File: config.mk
export PLATFORM = sky130hd
export DESIGN_NAME = bzone_noise_source_flat
export DESIGN_NICKNAME = d
export VERILOG_FILES = /design/src/rtl/bzone_noise_source_pkg.sv /design/src/rtl/bzone_noise_source_if.sv /design/src/rtl/bzone_clk_en_div.sv /design/src/rtl/bzone_noise_source.sv /design/src/flat_wrapper.sv
export SDC_FILE = /design/constraint.sdc
export NUM_CORES = 1
export LEC_CHECK = 0
export CAP_MARGIN = 20
export CORE_MARGIN = 10
export CORE_UTILIZATION = 50
export CTS_CLUSTER_DIAMETER = 100
export DETAILED_ROUTE_END_ITERATION = 12
export PLACE_DENSITY = 0.88
export SLEW_MARGIN = 25
export SYNTH_ARGS = -nofsm -noshare
export SYNTH_HDL_FRONTEND = slang
export SYNTH_SLANG_ARGS = --single-unit
File: constraint.sdc
create_clock -name clk -period 3.9 [get_ports clk]
set_clock_uncertainty 0.2 [all_clocks]
set_input_delay 0.585 -clock clk [delete_from_list [all_inputs] [get_ports clk]]
set_output_delay 0.585 -clock clk [all_outputs]
set_load 0.005 [all_outputs]
File: src/rtl/bzone_noise_source_pkg.sv
// Shared constants and types for the BattleZone sound section.
// Holds the noise LFSR geometry, its step function and the default system clock.
package bzone_noise_source_pkg;

    localparam int LFSR_W = 17;
    localparam int TAP_HI = 16;
    localparam int TAP_LO = 13;

    // Default system clock shared by all sound stages.
    localparam int SND_CLK_HZ = 12_096_000;

    typedef logic [LFSR_W-1:0] lfsr_t;

    // One Fibonacci step of x^17 + x^14 + 1: shift left, feed back the tap XOR.
    function automatic lfsr_t lfsr_step(input lfsr_t cur);
        return {cur[LFSR_W-2:0], cur[TAP_HI] ^ cur[TAP_LO]};
    endfunction

endpackage

File: src/rtl/bzone_noise_source_if.sv
// Control/observation bundle of the noise source.
// master drives noise_en/load/seed_in; slave (the block) drives strobes and LFSR state.
interface bzone_noise_source_if;
    import bzone_noise_source_pkg::*;

    logic  noise_en;
    logic  load;
    lfsr_t seed_in;
    logic  clk_12KHz_en;
    logic  clk_6KHz_en;
    logic  noise;
    lfsr_t lfsr;

    modport master (
        output noise_en, load, seed_in,
        input  clk_12KHz_en, clk_6KHz_en, noise, lfsr
    );

    modport slave (
        input  noise_en, load, seed_in,
        output clk_12KHz_en, clk_6KHz_en, noise, lfsr
    );

endinterface

File: src/rtl/bzone_clk_en_div.sv
// Divide-by-DIV clock-enable generator with a half-rate companion strobe.
// Both strobes are registered, one cycle wide, and the slow one lands on every second fast one.
module bzone_clk_en_div #(
    parameter int DIV = 1008
) (
    input  logic clk,
    input  logic rst_n,
    output logic en_fast,
    output logic en_slow
);

    localparam int CNT_W = (DIV > 2) ? $clog2(DIV) : 1;
    localparam logic [CNT_W-1:0] CNT_MAX = CNT_W'(DIV - 1);

    logic [CNT_W-1:0] cnt;
    logic             ph;
    logic             wrap;

    assign wrap = (cnt == CNT_MAX);

    // NOTE: sequential state is written with <= so every register samples
    // pre-edge values; mixing in = here would create order-dependent behaviour.
    always_ff @(posedge clk or negedge rst_n) begin
        if (!rst_n) begin
            cnt     <= '0;
            ph      <= 1'b0;
            en_fast <= 1'b0;
            en_slow <= 1'b0;
        end else begin
            cnt     <= wrap ? '0 : cnt + 1'b1;
            en_fast <= wrap;
            en_slow <= wrap && ph;
            // Phase flips once per fast strobe, so it is 1 before every even wrap.
            if (en_fast) begin
                ph <= ~ph;
            end
        end
    end

endmodule

File: src/rtl/bzone_noise_source.sv
// 12/6 kHz enable generator plus 17-bit noise LFSR for the BattleZone sound section.
// Define NOISE_LOCKUP_GUARD_EN to reload SEED whenever a step is due from the all-zero state.
module bzone_noise_source
    import bzone_noise_source_pkg::*;
#(
    parameter int    CLK_HZ   = SND_CLK_HZ,
    parameter int    NOISE_HZ = 12_000,
    parameter lfsr_t SEED     = 17'h1FFFF
) (
    input  logic                  clk,
    input  logic                  rst_n,
    bzone_noise_source_if.slave   bus
);

    localparam int DIV = CLK_HZ / NOISE_HZ;

    logic  en_12k;
    logic  en_6k;
    lfsr_t lfsr_q;
    lfsr_t lfsr_next_step;
    logic  step_due;

    bzone_clk_en_div #(
        .DIV (DIV)
    ) u_div (
        .clk     (clk),
        .rst_n   (rst_n),
        .en_fast (en_12k),
        .en_slow (en_6k)
    );

    assign step_due = en_12k && bus.noise_en;

`ifdef NOISE_LOCKUP_GUARD_EN
    // All-zero is the one state the feedback can never leave; restart from SEED.
    assign lfsr_next_step = (lfsr_q == '0) ? SEED : lfsr_step(lfsr_q);
`else
    assign lfsr_next_step = lfsr_step(lfsr_q);
`endif

    // Load outranks a due step; the divider keeps running regardless.
    always_ff @(posedge clk or negedge rst_n) begin
        if (!rst_n) begin
            lfsr_q <= SEED;
        end else if (bus.load) begin
            lfsr_q <= bus.seed_in;
        end else if (step_due) begin
            lfsr_q <= lfsr_next_step;
        end
    end

    assign bus.clk_12KHz_en = en_12k;
    assign bus.clk_6KHz_en  = en_6k;
    assign bus.lfsr         = lfsr_q;
    assign bus.noise        = lfsr_q[TAP_HI];

endmodule

File: src/flat_wrapper.sv
// flat-port wrapper written by rule: the top's interface ports become plain ports
module bzone_noise_source_flat import bzone_noise_source_pkg::*;
#(
    parameter int    CLK_HZ   = SND_CLK_HZ,
    parameter int    NOISE_HZ = 12_000,
    parameter lfsr_t SEED     = 17'h1FFFF
)
  (clk, rst_n, bus_noise_en, bus_load, bus_seed_in, bus_clk_12KHz_en, bus_clk_6KHz_en, bus_noise, bus_lfsr);
  bzone_noise_source_if bus_i ();
  input  logic clk;
  input  logic rst_n;
  input wire logic [$bits(bus_i.noise_en)-1:0] bus_noise_en;
  input wire logic [$bits(bus_i.load)-1:0] bus_load;
  input wire logic [$bits(bus_i.seed_in)-1:0] bus_seed_in;
  output wire logic [$bits(bus_i.clk_12KHz_en)-1:0] bus_clk_12KHz_en;
  output wire logic [$bits(bus_i.clk_6KHz_en)-1:0] bus_clk_6KHz_en;
  output wire logic [$bits(bus_i.noise)-1:0] bus_noise;
  output wire logic [$bits(bus_i.lfsr)-1:0] bus_lfsr;
  assign bus_i.noise_en = bus_noise_en;
  assign bus_i.load = bus_load;
  assign bus_i.seed_in = bus_seed_in;
  assign bus_clk_12KHz_en = bus_i.clk_12KHz_en;
  assign bus_clk_6KHz_en = bus_i.clk_6KHz_en;
  assign bus_noise = bus_i.noise;
  assign bus_lfsr = bus_i.lfsr;
  bzone_noise_source #(.CLK_HZ(CLK_HZ), .NOISE_HZ(NOISE_HZ), .SEED(SEED)) u_core (.clk(clk), .rst_n(rst_n), .bus(bus_i));
endmodule
Word level (Yosys, flattened, before mapping). Index checks and enable logic that the tools add are counted.

Flip-flop bits (word level): 30. Bits in latches: 0. RAM bits: 0. ROM bits: 0. Output and inout bits: 20. Logic and storage cells: 15. Memories: 0.

Add/sub/neg operators: 1. Multipliers: 0. Divide/modulo/power cells: 0. $lt $le $gt $ge: 0. Equal/unequal tests: 1. Shift-type cells: 0. Muxes and demuxes: 3. Bitwise operators: 2. Reductions and logical operators: 3.

Operators with widths (number): 2-to-1 mux 17 bit (2); adder 10 x 1 -> 10 bit (second input constant) (1); equality test 10 bit (second input constant) (1); 2-to-1 mux 10 bit (1); logical AND 1 bit (2); nonzero test 2 bit (1); inverter 1 bit (1); XOR 1 bit (1).

Depth between registers and ports, before layout. Gate-level depths: netlist (run 1).

Depth after elaboration: 3. Mapped depth: 4. Mapped depth without buffers: 4.

Modules after synthesis. Synthesis (run 1) repeated with hierarchy kept, for this count alone.

Cells, all modules: 130. Area, all modules: 1430.1 um^2.

Modules (own cells, without submodules): bzone_noise_source (instances 1, cells an instance 75, area an instance 827.0 um^2, sequential area each 446.7 um^2); bzone_clk_en_div (instances 1, cells an instance 55, area an instance 603.1 um^2, sequential area each 325.3 um^2).

Worst setup path before layout (run 1). Ideal clock, no wire load.

Kind: reg-to-reg. From: reg u_core.u_div.cnt[0]. To: reg u_core.u_div.cnt[7]. Library setup time: 0.142 ns. Arrival time: 1.215 ns. Required time: 3.558 ns. Slack: 2.343 ns. Cell stages (with the launch flop): 5. Path buffers: 0. Period minus slack after synthesis: 1.557 ns. Cells stage by stage: dfrtp_1 > ha_1 > nand4_2 > nor3_4 > o221ai_1.

Longest elaborated chain between the ends: 2. Elaborated cells between the ends (all ways): 3. Those cells by class: add/sub (1); eq/ne (1); mux (1).

Ends and longest elaborated chain: start: declaration (line bzone_clk_en_div.sv:15) `logic [CNT_W-1:0] cnt;`; start signal: assignment (line bzone_clk_en_div.sv:30) `cnt <= wrap ? '0 : cnt + 1'b1;`; equality test 10 bit (line bzone_clk_en_div.sv:19) `assign wrap = (cnt == CNT_MAX);`; net u_core.u_div.wrap (line bzone_clk_en_div.sv:17) `logic wrap;`; 2-to-1 mux 10 bit (line bzone_clk_en_div.sv:30).

The timed path passes the listed nets, and every way through them passes these cells. A chain may end at the register's enable or synchronous reset.

Worst setup path in the final report (run 1).
From: reg u_core.lfsr_q[10], in the netlist u_core.bus.lfsr[10]. To: out bus_lfsr[10].

RTL lines: start: declaration (line bzone_noise_source.sv:19) `lfsr_t lfsr_q;`; start signal: assignment (line bzone_noise_source.sv:46) `lfsr_q <= bus.seed_in;`; start signal: assignment (line bzone_noise_source.sv:48) `lfsr_q <= lfsr_next_step;`; end: declaration (line flat_wrapper.sv:18) `output wire logic [$bits(bus_i.lfsr)-1:0] bus_lfsr;`.

No word-level cell between the ends.

==> flow_summary.json, run 1 <==
{
  "dr.pass1.iters": 4,
  "regToRegEndpoint": "u_core.u_div.cnt[7]",
  "worstMarginPinSlew_ns": 0.935,
  "internal_power_uw": 467,
  "cp-start-kind": "flop",
  "nets": 194,
  "power_per_cell_area_nw_per_um2": 325,
  "fin_crit_sh_pct": 56.1,
  "synth_compound_area_share_pct": 13.2,
  "ys_types": 32,
  "cp.required_ns": 3.12,
  "status": "complete, no violations",
  "initial_core_util_pct": 52.0,
  "cts_max_level": 2,
  "layout_common_cells": "clkdlybuf4s50_1, nand2_1, o21ai_0, mux2i_1, dfstp_2",
  "cp.buffers_inverters": 1,
  "die-area_sq_um": 5410,
  "fin_setup_tns_ns": 0,
  "clk_latency_ns": 0.32,
  "hold_class": "in -> async",
  "grt_overflow": 0,
  "core-area_sq_um": 2760,
  "die_w_microns": 73.5,
  "track_usage_pct": 12.6,
  "cts_sinks": 30,
  "cts_hold_buffers": 0,
  "cts.clk_slew.worst_paths_ns": 0.09,
  "switchingPower_uw": 143,
  "yosysSeqAreaShare_pct": 53.9,
  "grt_max_degree": 35,
  "grt_pass1_wl_microns": 5380,
  "synth_xor_xnor_area_share_pct": 2.45,
  "cts_setup_buffers": 0,
  "drt_iter0_markers": 45,
  "clock_path_buffers": 2,
  "synth_top_family_by_area": "compound AO/OA/AOI/OAI gates",
  "rsz0062_at_grt": "false",
  "drive_gt1_share_pct": 15.6,
  "cp.depth": 1,
  "ant_nets": 0,
  "cp_cell_sequence": "clkdlybuf4s50_1",
  "max-cap-violations": 0,
  "crit_type": "reg -> out",
  "crit_path_max_fanout": 3,
  "synth_area_per_cell_sq_um": 10.9,
  "p_leak_nw": 0.917,
  "final_area_sq_um": 1880,
  "r2r_slack_ns": 2.14,
  "ys_ff_latch": 30,
  "ir_worst_vdd_mv": 0.246,
  "numCtsBuffers": 5,
  "yosys_warnings": 0,
  "dp_hpwl_microns": 2550,
  "end_kind": "output pin",
  "fin_crit_ns": 2.19,
  "power_frac_seq_pct": 57.8,
  "dp_worst_setup_slack_ns": 1.65,
  "muxShareOfSynthArea_pct": 12.6,
  "antenna_found_initial": 0,
  "p_comb_share_pct": 14.5,
  "synth_area_sq_um": 1430,
  "slew_headroom_pct": 37.5,
  "die_h_microns": 73.5,
  "globalplace.congestion": 0.845,
  "r2r-start": "u_core.u_div.cnt[0]",
  "slew_violations": 0,
  "swShare_pct": 23.4,
  "cts_resized": 0,
  "synthToLayoutAreaGrowth_pct": 31.2,
  "num_rows": 19,
  "portBuffers": 40,
  "cp_top_family": "flip-flops",
  "wl_per_cell_microns": 16.5,
  "fillerInstances": 214,
  "synth-simple-area-share_pct": 13.2,
  "synth-adder-area-share_pct": 0.873,
  "crit_arrival_ns": 1.40,
  "drc": 0,
  "postLayoutSetupSlackWorst_ns": 1.71,
  "dpl_cell_area_sq_um": 1840,
  "cpMaxStageDelayCell": "dfstp_2",
  "diodes": 0,
  "setup_viol": 0,
  "fmax_mhz": 457,
  "cts_tree": "yes",
  "io_pins": 41,
  "postRouteWirelength_microns": 3360,
  "syn_nets": 154,
  "via_per_inst": 5.47,
  "slowest_delay_ns": 0.56,
  "final_common_cell": "clkdlybuf4s50_1",
  "finalHoldViolations": 0,
  "r2r.worst_path.cells": 4,
  "cts_root_buf": "clkbuf_4",
  "vias": 1115,
  "synthCells": 132,
  "grt_pass1_vias": 1116,
  "post-route-util_pct": 68.1,
  "clkPwrFrac_pct": 27.6
}
-- layout make-up --
class / count / area (sq um) / area share, %
multi-input cells: 91 / 606 / 32.2
well taps: 31 / 38.8 / 2.06
repair buffers: 41 / 403 / 21.4
inverters: 3 / 11.3 / 0.599
flip-flops and latches: 30 / 772 / 41.1
clock buffers: 8 / 48.8 / 2.60
-- power by group through the flow --
stage,clock [mW],sequential [mW],combinational (mW)
after floorplan,0,0.357,0.0233
after global placement,0,0.357,0.0873
after detailed placement,0,0.359,0.0903
after CTS,0.172,0.353,0.0908
after global routing,0.185,0.356,0.0969
final,0.169,0.353,0.0887
-- worst max-delay path by stage --
stage	endpoint	slack (ns)	start
after floorplan	u_core.u_div.cnt[7]	2.34	u_core.u_div.cnt[0]
after global routing	bus_lfsr[13]	1.66	u_core.bus.lfsr[13]
after CTS	bus_lfsr[10]	1.71	u_core.bus.lfsr[10]
final	bus_lfsr[10]	1.71	u_core.bus.lfsr[10]
after detailed placement	u_core.bus.lfsr[6]	1.65	bus_load
after global placement	u_core.bus.lfsr[6]	1.72	bus_load
-- registers in the layout, indices dropped and copies added (netlist names) --
| register | cells |
|---|---|
| u_core.bus.lfsr | 17 |
| u_core.u_div.en_fast | 1 |
| u_core.u_div.cnt | 10 |
| u_core.u_div.en_slow | 1 |
| u_core.u_div.ph | 1 |
-- kinds of logic after synthesis --
group,after synthesis
AOI/OAI and AO/OA,31
xor gates and xnor gates,4
adders and majority gates,1
DFF,30
muxes,18
and+or+nand+nor,37
buffers and inverters,11
-- per-layer routing --
layer | up-vias | global-route usage (%) | part of all wire [%]
met4 | 0 | 3.73 | 0.68
met5 | - | 0 | 0
met1 | 527 | 14.5 | 42
met2 | 33 | 21.5 | 50
li1 | 551 | - | -
met3 | 4 | 4.31 | 7.8
-- metrics by stage --
| stage | instances | power, mW | hold slack, ns |
|---|---|---|---|
| 3_3_place_gp | 196 | 0.444 | 0.246 |
| 2_1_floorplan | 132 | 0.380 | 0.0894 |
| 4_1_cts | 204 | 0.616 | 0.279 |
| 3_5_place_dp | 196 | 0.449 | 0.265 |
| 5_1_grt | 204 | 0.638 | 0.0311 |
| 6_report | 204 | 0.611 | 0.0222 |
-- Yosys cell counts --
| cell | number | area [sq um] |
|---|---|---|
| nand2_1 | 22 | 82.6 |
| o21ai_0 | 19 | 95.1 |
| mux2i_1 | 18 | 180 |
| dfstp_2 | 17 | 447 |
| dfrtp_1 | 13 | 325 |
| xor2_1 | 4 | 35.0 |
| buf_4 | 3 | 22.5 |
| clkbuf_1 | 3 | 11.3 |
| inv_1 | 3 | 11.3 |
| nor2_1 | 3 | 11.3 |
| a41oi_1 | 2 | 17.5 |
| nand3_1 | 2 | 10.0 |
| nand4_1 | 2 | 12.5 |
| o211ai_1 | 2 | 15.0 |
| o31ai_1 | 2 | 15.0 |
| a21o_1 | 1 | 7.51 |
| a311oi_1 | 1 | 8.76 |
| a31oi_1 | 1 | 6.26 |
| and2_1 | 1 | 6.26 |
| and3_1 | 1 | 6.26 |
| and4_1 | 1 | 8.76 |
| buf_2 | 1 | 5.00 |
| clkbuf_2 | 1 | 5.00 |
| ha_1 | 1 | 12.5 |
| nand2_2 | 1 | 6.26 |
| nand4_2 | 1 | 12.5 |
| nor2b_1 | 1 | 6.26 |
| nor3_4 | 1 | 16.3 |
| o221ai_1 | 1 | 8.76 |
| o22ai_1 | 1 | 6.26 |
| o41ai_1 | 1 | 8.76 |
| or4b_1 | 1 | 10.0 |
No activity file was read; power rests on OpenSTA's default activity.
==> run 2, diff against run 1 <==
CORE_UTILIZATION = 42   (was 50)
PLACE_DENSITY = 0.8   (was 0.88)
clock period = 1.9 ns   (was 3.9 ns; I/O delays follow)
==> run 2 against run 1 <==
Via count increased by 6.4%. Sequential power increased by 100%. Critical path depth unchanged. Total power increased by 120%.
==> flow_summary.json, run 2 (synthesis gave the netlist of run 1 again) <==
{
  "status": "complete, no violations",
  "clkPwrFrac_pct": 29.9,
  "r2r_slack_ns": 0.15,
  "fmax_mhz": 534,
  "drc": 0,
  "regToRegEndpoint": "u_core.u_div.cnt[7]",
  "diodes": 0,
  "setup.worst_path.end": "bus_lfsr[5]",
  "cp_top_family": "flip-flops",
  "cts.clk_slew.worst_paths_ns": 0.09,
  "ir_worst_vdd_mv": 0.341,
  "die_h_microns": 78.4,
  "end_kind": "output pin",
  "fin_crit_sh_pct": 98.5,
  "startpoint": "u_core.bus.lfsr[5]",
  "globalplace.congestion": 0.782,
  "grt_use_met1_pct": 12.5,
  "swShare_pct": 23.9,
  "num_rows": 21,
  "cts_root_buf": "clkbuf_4",
  "drive_gt1_share_pct": 20.3,
  "r2r-start": "u_core.u_div.cnt[0]",
  "wl_per_cell_microns": 15.5,
  "hold_class": "in -> async",
  "postRouteWirelength_microns": 3530,
  "initial_core_util_pct": 43.3,
  "cts_hold_buffers": 0,
  "antenna_found_initial": 0,
  "cts_max_level": 2,
  "cp.depth": 1,
  "largest_reg_flops": 17,
  "cp.buffers_inverters": 1,
  "die_w_microns": 78.4,
  "crit_arrival_ns": 1.39,
  "p_leak_nw": 1.11,
  "layout_common_cells": "clkdlybuf4s50_1, nand2_1, o21ai_0, mux2i_1, dfstp_2",
  "via_per_inst": 5.20,
  "busiest_layer": "met2",
  "vias": 1186,
  "grt_overflow": 0,
  "max-cap-violations": 0,
  "cts_sinks": 30,
  "finalHoldViolations": 0,
  "slowest_delay_ns": 0.55,
  "io_pins": 41,
  "crit_path_max_fanout": 3,
  "grtUsageMet3_pct": 3.64,
  "slew_violations": 0,
  "clock_path_buffers": 2,
  "r2r.worst_path.cells": 4,
  "crit_type": "reg -> out",
  "die-area_sq_um": 6150,
  "switchingPower_uw": 314,
  "numCtsBuffers": 5,
  "nets": 203,
  "grt_pass1_wl_microns": 5460,
  "grt_max_degree": 35,
  "portBuffers": 40,
  "cts_tree": "yes",
  "dp_cells": 212,
  "power_frac_seq_pct": 54.6,
  "drt_iter0_markers": 85,
  "fin_crit_ns": 1.87,
  "clk_latency_ns": 0.33,
  "core-area_sq_um": 3310,
  "grt_use_met2_pct": 17.9,
  "ant_nets": 0,
  "final_common_cell": "clkdlybuf4s50_1",
  "cp.required_ns": 1.41,
  "slew_headroom_pct": 65.4,
  "grt_pass1_vias": 1157,
  "dp_hpwl_microns": 2450,
  "power_per_cell_area_nw_per_um2": 654,
  "dr.pass1.iters": 4,
  "total_power_mw": 1.31,
  "worstMarginPinSlew_ns": 0.517,
  "track_usage_pct": 10.9,
  "setup_viol": 0,
  "synthToLayoutAreaGrowth_pct": 40.3,
  "cp-start-kind": "flop",
  "cpMaxStageDelayCell": "dfstp_2",
  "cp_cell_sequence": "clkdlybuf4s50_1",
  "p_comb_share_pct": 15.5,
  "internal_power_mw": 1.00,
  "final_cells": 228
}
-- run 2: cell types whose count changed in the layout (fill, tap and decap cells not counted), sizes merged --
cell,previous run,this run
dlygate4sd2,0,2
clkdlybuf4s50,39,26
dlymetal6s2s,0,12
clkbuf,8,7
buf,2,10
clkinv,0,1
-- run 2: area by class of cell --
type	instances	area [sq um]
multi-input cells	91	606
clock buffers	7	55.1
flip-flops and latches	30	772
fillers	280	1300
clock inverters	1	5.00
well taps	46	57.6
repair buffers	50	503
inverters	3	11.3
-- run 2: power by group through the flow --
stage / Sequential, mW / Clock [mW] / Combinational (mW)
floorplan: 0.733 / 0 / 0.0479
global placement: 0.733 / 0 / 0.182
detailed placement: 0.735 / 0 / 0.187
CTS: 0.721 / 0.408 / 0.197
global route: 0.723 / 0.440 / 0.225
finish: 0.718 / 0.393 / 0.204
-- run 2: worst min path at each step --
stage	from	end	slack (ns)	cells past startpoint
2_1_floorplan	rst_n	u_core.u_div.cnt[0]	-0.21	0
5_1_grt	rst_n	u_core.u_div.cnt[6]	0.16	2
6_report	rst_n	u_core.u_div.cnt[6]	0.16	2
3_3_place_gp	u_core.u_div.ph	u_core.u_div.ph	0.25	1
3_5_place_dp	u_core.u_div.ph	u_core.u_div.ph	0.26	1
4_1_cts	rst_n	u_core.u_div.cnt[6]	0.14	2
-- run 2: stage by stage --
stage               cell area, sq um  TNS (ns)  utilization, %  setup WS, ns  hold WS, ns
floorplan                       1430         0               -         0.343       -0.211
global placement                1860         0            56.2         0.189        0.246
global route                    2010  -0.00438            60.7      -0.00230        0.165
detailed placement              1860         0            56.2         0.106        0.261
CTS                             1940         0            58.7      0.000105        0.142
finish                          2010         0            60.7        0.0289        0.156
-- run 2: metal layers --
metal	vias to the layer above	part of all wire [%]
met2	41	50
met1	570	43
met4	0	1.6
li1	568	-
met5	-	0
met3	7	5.3
-- run 2: repair_timing --
item                       4_1_cts  5_1_grt
setup endpoints to repair        6       14
buffers inserted                 3        5
pin swaps                        0        0
resized for setup                2       12
==> run 3, diff against run 2 <==
==> constraint.sdc (replaced) <==
create_clock -name clk -period 1.9 [get_ports clk]
set_clock_uncertainty 0.2 [all_clocks]
set_input_delay 0.285 -clock clk [delete_from_list [all_inputs] [get_ports clk]]
set_output_delay 0.285 -clock clk [all_outputs]
set_load 0.02 [all_outputs]
==> run 3 against run 2 <==
Clock power shrank 12%. Via count down 3.8%. Sequential power is essentially flat. Cell count fell by 3.1%. Largest cell class unchanged.
==> flow_summary.json, run 3 (synthesis gave the netlist of run 1 again) <==
{
  "crit_type": "reg -> out",
  "clk_latency_ns": 0.33,
  "die_w_microns": 78.4,
  "via_per_inst": 5.16,
  "initial_core_util_pct": 43.3,
  "cts_sinks": 30,
  "power_per_cell_area_nw_per_um2": 664,
  "switchingPower_uw": 330,
  "die_h_microns": 78.4,
  "largest_reg_flops": 17,
  "nets": 196,
  "ir_worst_vdd_mv": 0.347,
  "cts_hold_buffers": 0,
  "regToRegEndpoint": "u_core.u_div.cnt[7]",
  "clkPwrFrac_pct": 27.3,
  "num_rows": 21,
  "internal_power_uw": 937,
  "dr.pass1.iters": 4,
  "fmax_mhz": 545,
  "cp-start-kind": "flop",
  "setup_viol": 0,
  "layout_common_cells": "nand2_1, clkdlybuf4s50_1, o21ai_0, mux2i_1, dlygate4sd2_1",
  "grt_pass1_wl_microns": 5460,
  "cts_setup_buffers": 0,
  "fin_setup_tns_ns": 0,
  "cpMaxStageDelayCell": "clkdlybuf4s50_1",
  "r2r-start": "u_core.u_div.cnt[0]",
  "worstMarginPinSlew_ns": 0.362,
  "ant_nets": 0,
  "power_frac_seq_pct": 56.9,
  "portBuffers": 40,
  "synthToLayoutAreaGrowth_pct": 33.2,
  "r2r_slack_ns": 0.13,
  "dp_hpwl_microns": 2470,
  "vias": 1141,
  "io_pins": 41,
  "slowest_delay_ns": 0.62,
  "wl_per_cell_microns": 14.6,
  "p_leak_nw": 0.970,
  "grt_max_degree": 35,
  "finalHoldViolations": 0,
  "drt_iter0_markers": 58,
  "grt_overflow": 0,
  "drc": 0,
  "grt_pass1_vias": 1135,
  "slew_violations": 0,
  "slew_headroom_pct": 75.9,
  "hold_class": "in -> async",
  "diodes": 0,
  "clock_path_buffers": 2,
  "globalplace.congestion": 0.791,
  "cts_max_level": 2,
  "end_kind": "output pin",
  "swShare_pct": 26.1,
  "core-area_sq_um": 3310,
  "cp.required_ns": 1.41,
  "cts.clk_slew.worst_paths_ns": 0.09,
  "antenna_found_initial": 0,
  "postRouteWirelength_microns": 3240,
  "cp_cell_sequence": "clkdlybuf4s50_1",
  "cts_tree": "yes",
  "fin_crit_sh_pct": 96.6,
  "cp.buffers_inverters": 1,
  "cp_top_family": "buffers and inverters",
  "track_usage_pct": 10.9,
  "p_comb_share_pct": 15.7,
  "max-cap-violations": 0,
  "rsz0062_at_grt": "false",
  "fin_crit_ns": 1.83,
  "total_power_mw": 1.27,
  "cts_root_buf": "clkbuf_4",
  "crit_arrival_ns": 1.35,
  "numCtsBuffers": 5,
  "r2r.worst_path.cells": 4,
  "crit_path_max_fanout": 3,
  "die-area_sq_um": 6150,
  "status": "complete, no violations",
  "drive_gt1_share_pct": 16.0
}
[run 3: cell type report]
cell class / instances / area, sq um
multi-input cells: 91 / 606
inverters: 3 / 11.3
flip-flops and latches: 30 / 772
clock buffers: 8 / 48.8
repair buffers: 43 / 413
fillers: 305 / 1400
well taps: 46 / 57.6
[run 3: routing by layer]
metal / up-vias / track usage, % / share of wire, %
met1: 534 / 12.3 / 44
met4: 0 / 3.76 / 1.0
met3: 7 / 5.01 / 7.5
met5: - / 0 / 0
met2: 42 / 17.7 / 48
li1: 558 / - / -
[run 3: worst max-delay path by stage]
stage,from,to,slack (ns),depth (start not counted)
floorplan,u_core.u_div.cnt[0],u_core.u_div.cnt[7],0.34,4
detailed placement,u_core.u_div.cnt[0],u_core.u_div.cnt[7],0.15,4
global placement,u_core.bus.lfsr[13],bus_lfsr[13],0.26,1
finish,u_core.u_div.en_fast,bus_clk_12KHz_en,0.07,1
CTS,u_core.u_div.en_fast,bus_clk_12KHz_en,0.04,1
global route,u_core.u_div.en_fast,bus_clk_12KHz_en,0.002,1
[run 3: power groups by stage]
stage	Sequential [mW]	Combinational (mW)	Clock, mW
after detailed placement	0.735	0.228	0
after global routing	0.727	0.218	0.392
after CTS	0.722	0.204	0.369
after floorplan	0.773	0.0499	0
after global placement	0.732	0.223	0
final	0.721	0.200	0.346
[run 3: repair_timing]
action | in CTS | in global routing
hold endpoints to repair | 0 | 0
gates resized for setup | 18 | 0
setup endpoints to repair | 18 | 0
[run 3: metrics by stage]
step / setup slack [ns] / util (%) / hold WS, ns / instance area (sq um) / cells
CTS: 0.0377 / 57.6 / 0.132 / 1910 / 221
finish: 0.0651 / 57.6 / 0.140 / 1910 / 221
global placement: 0.264 / 56.8 / 0.253 / 1880 / 213
global route: 0.00195 / 57.6 / 0.171 / 1910 / 221
floorplan: 0.343 / - / -0.211 / 1430 / 132
detailed placement: 0.153 / 56.8 / 0.250 / 1880 / 213
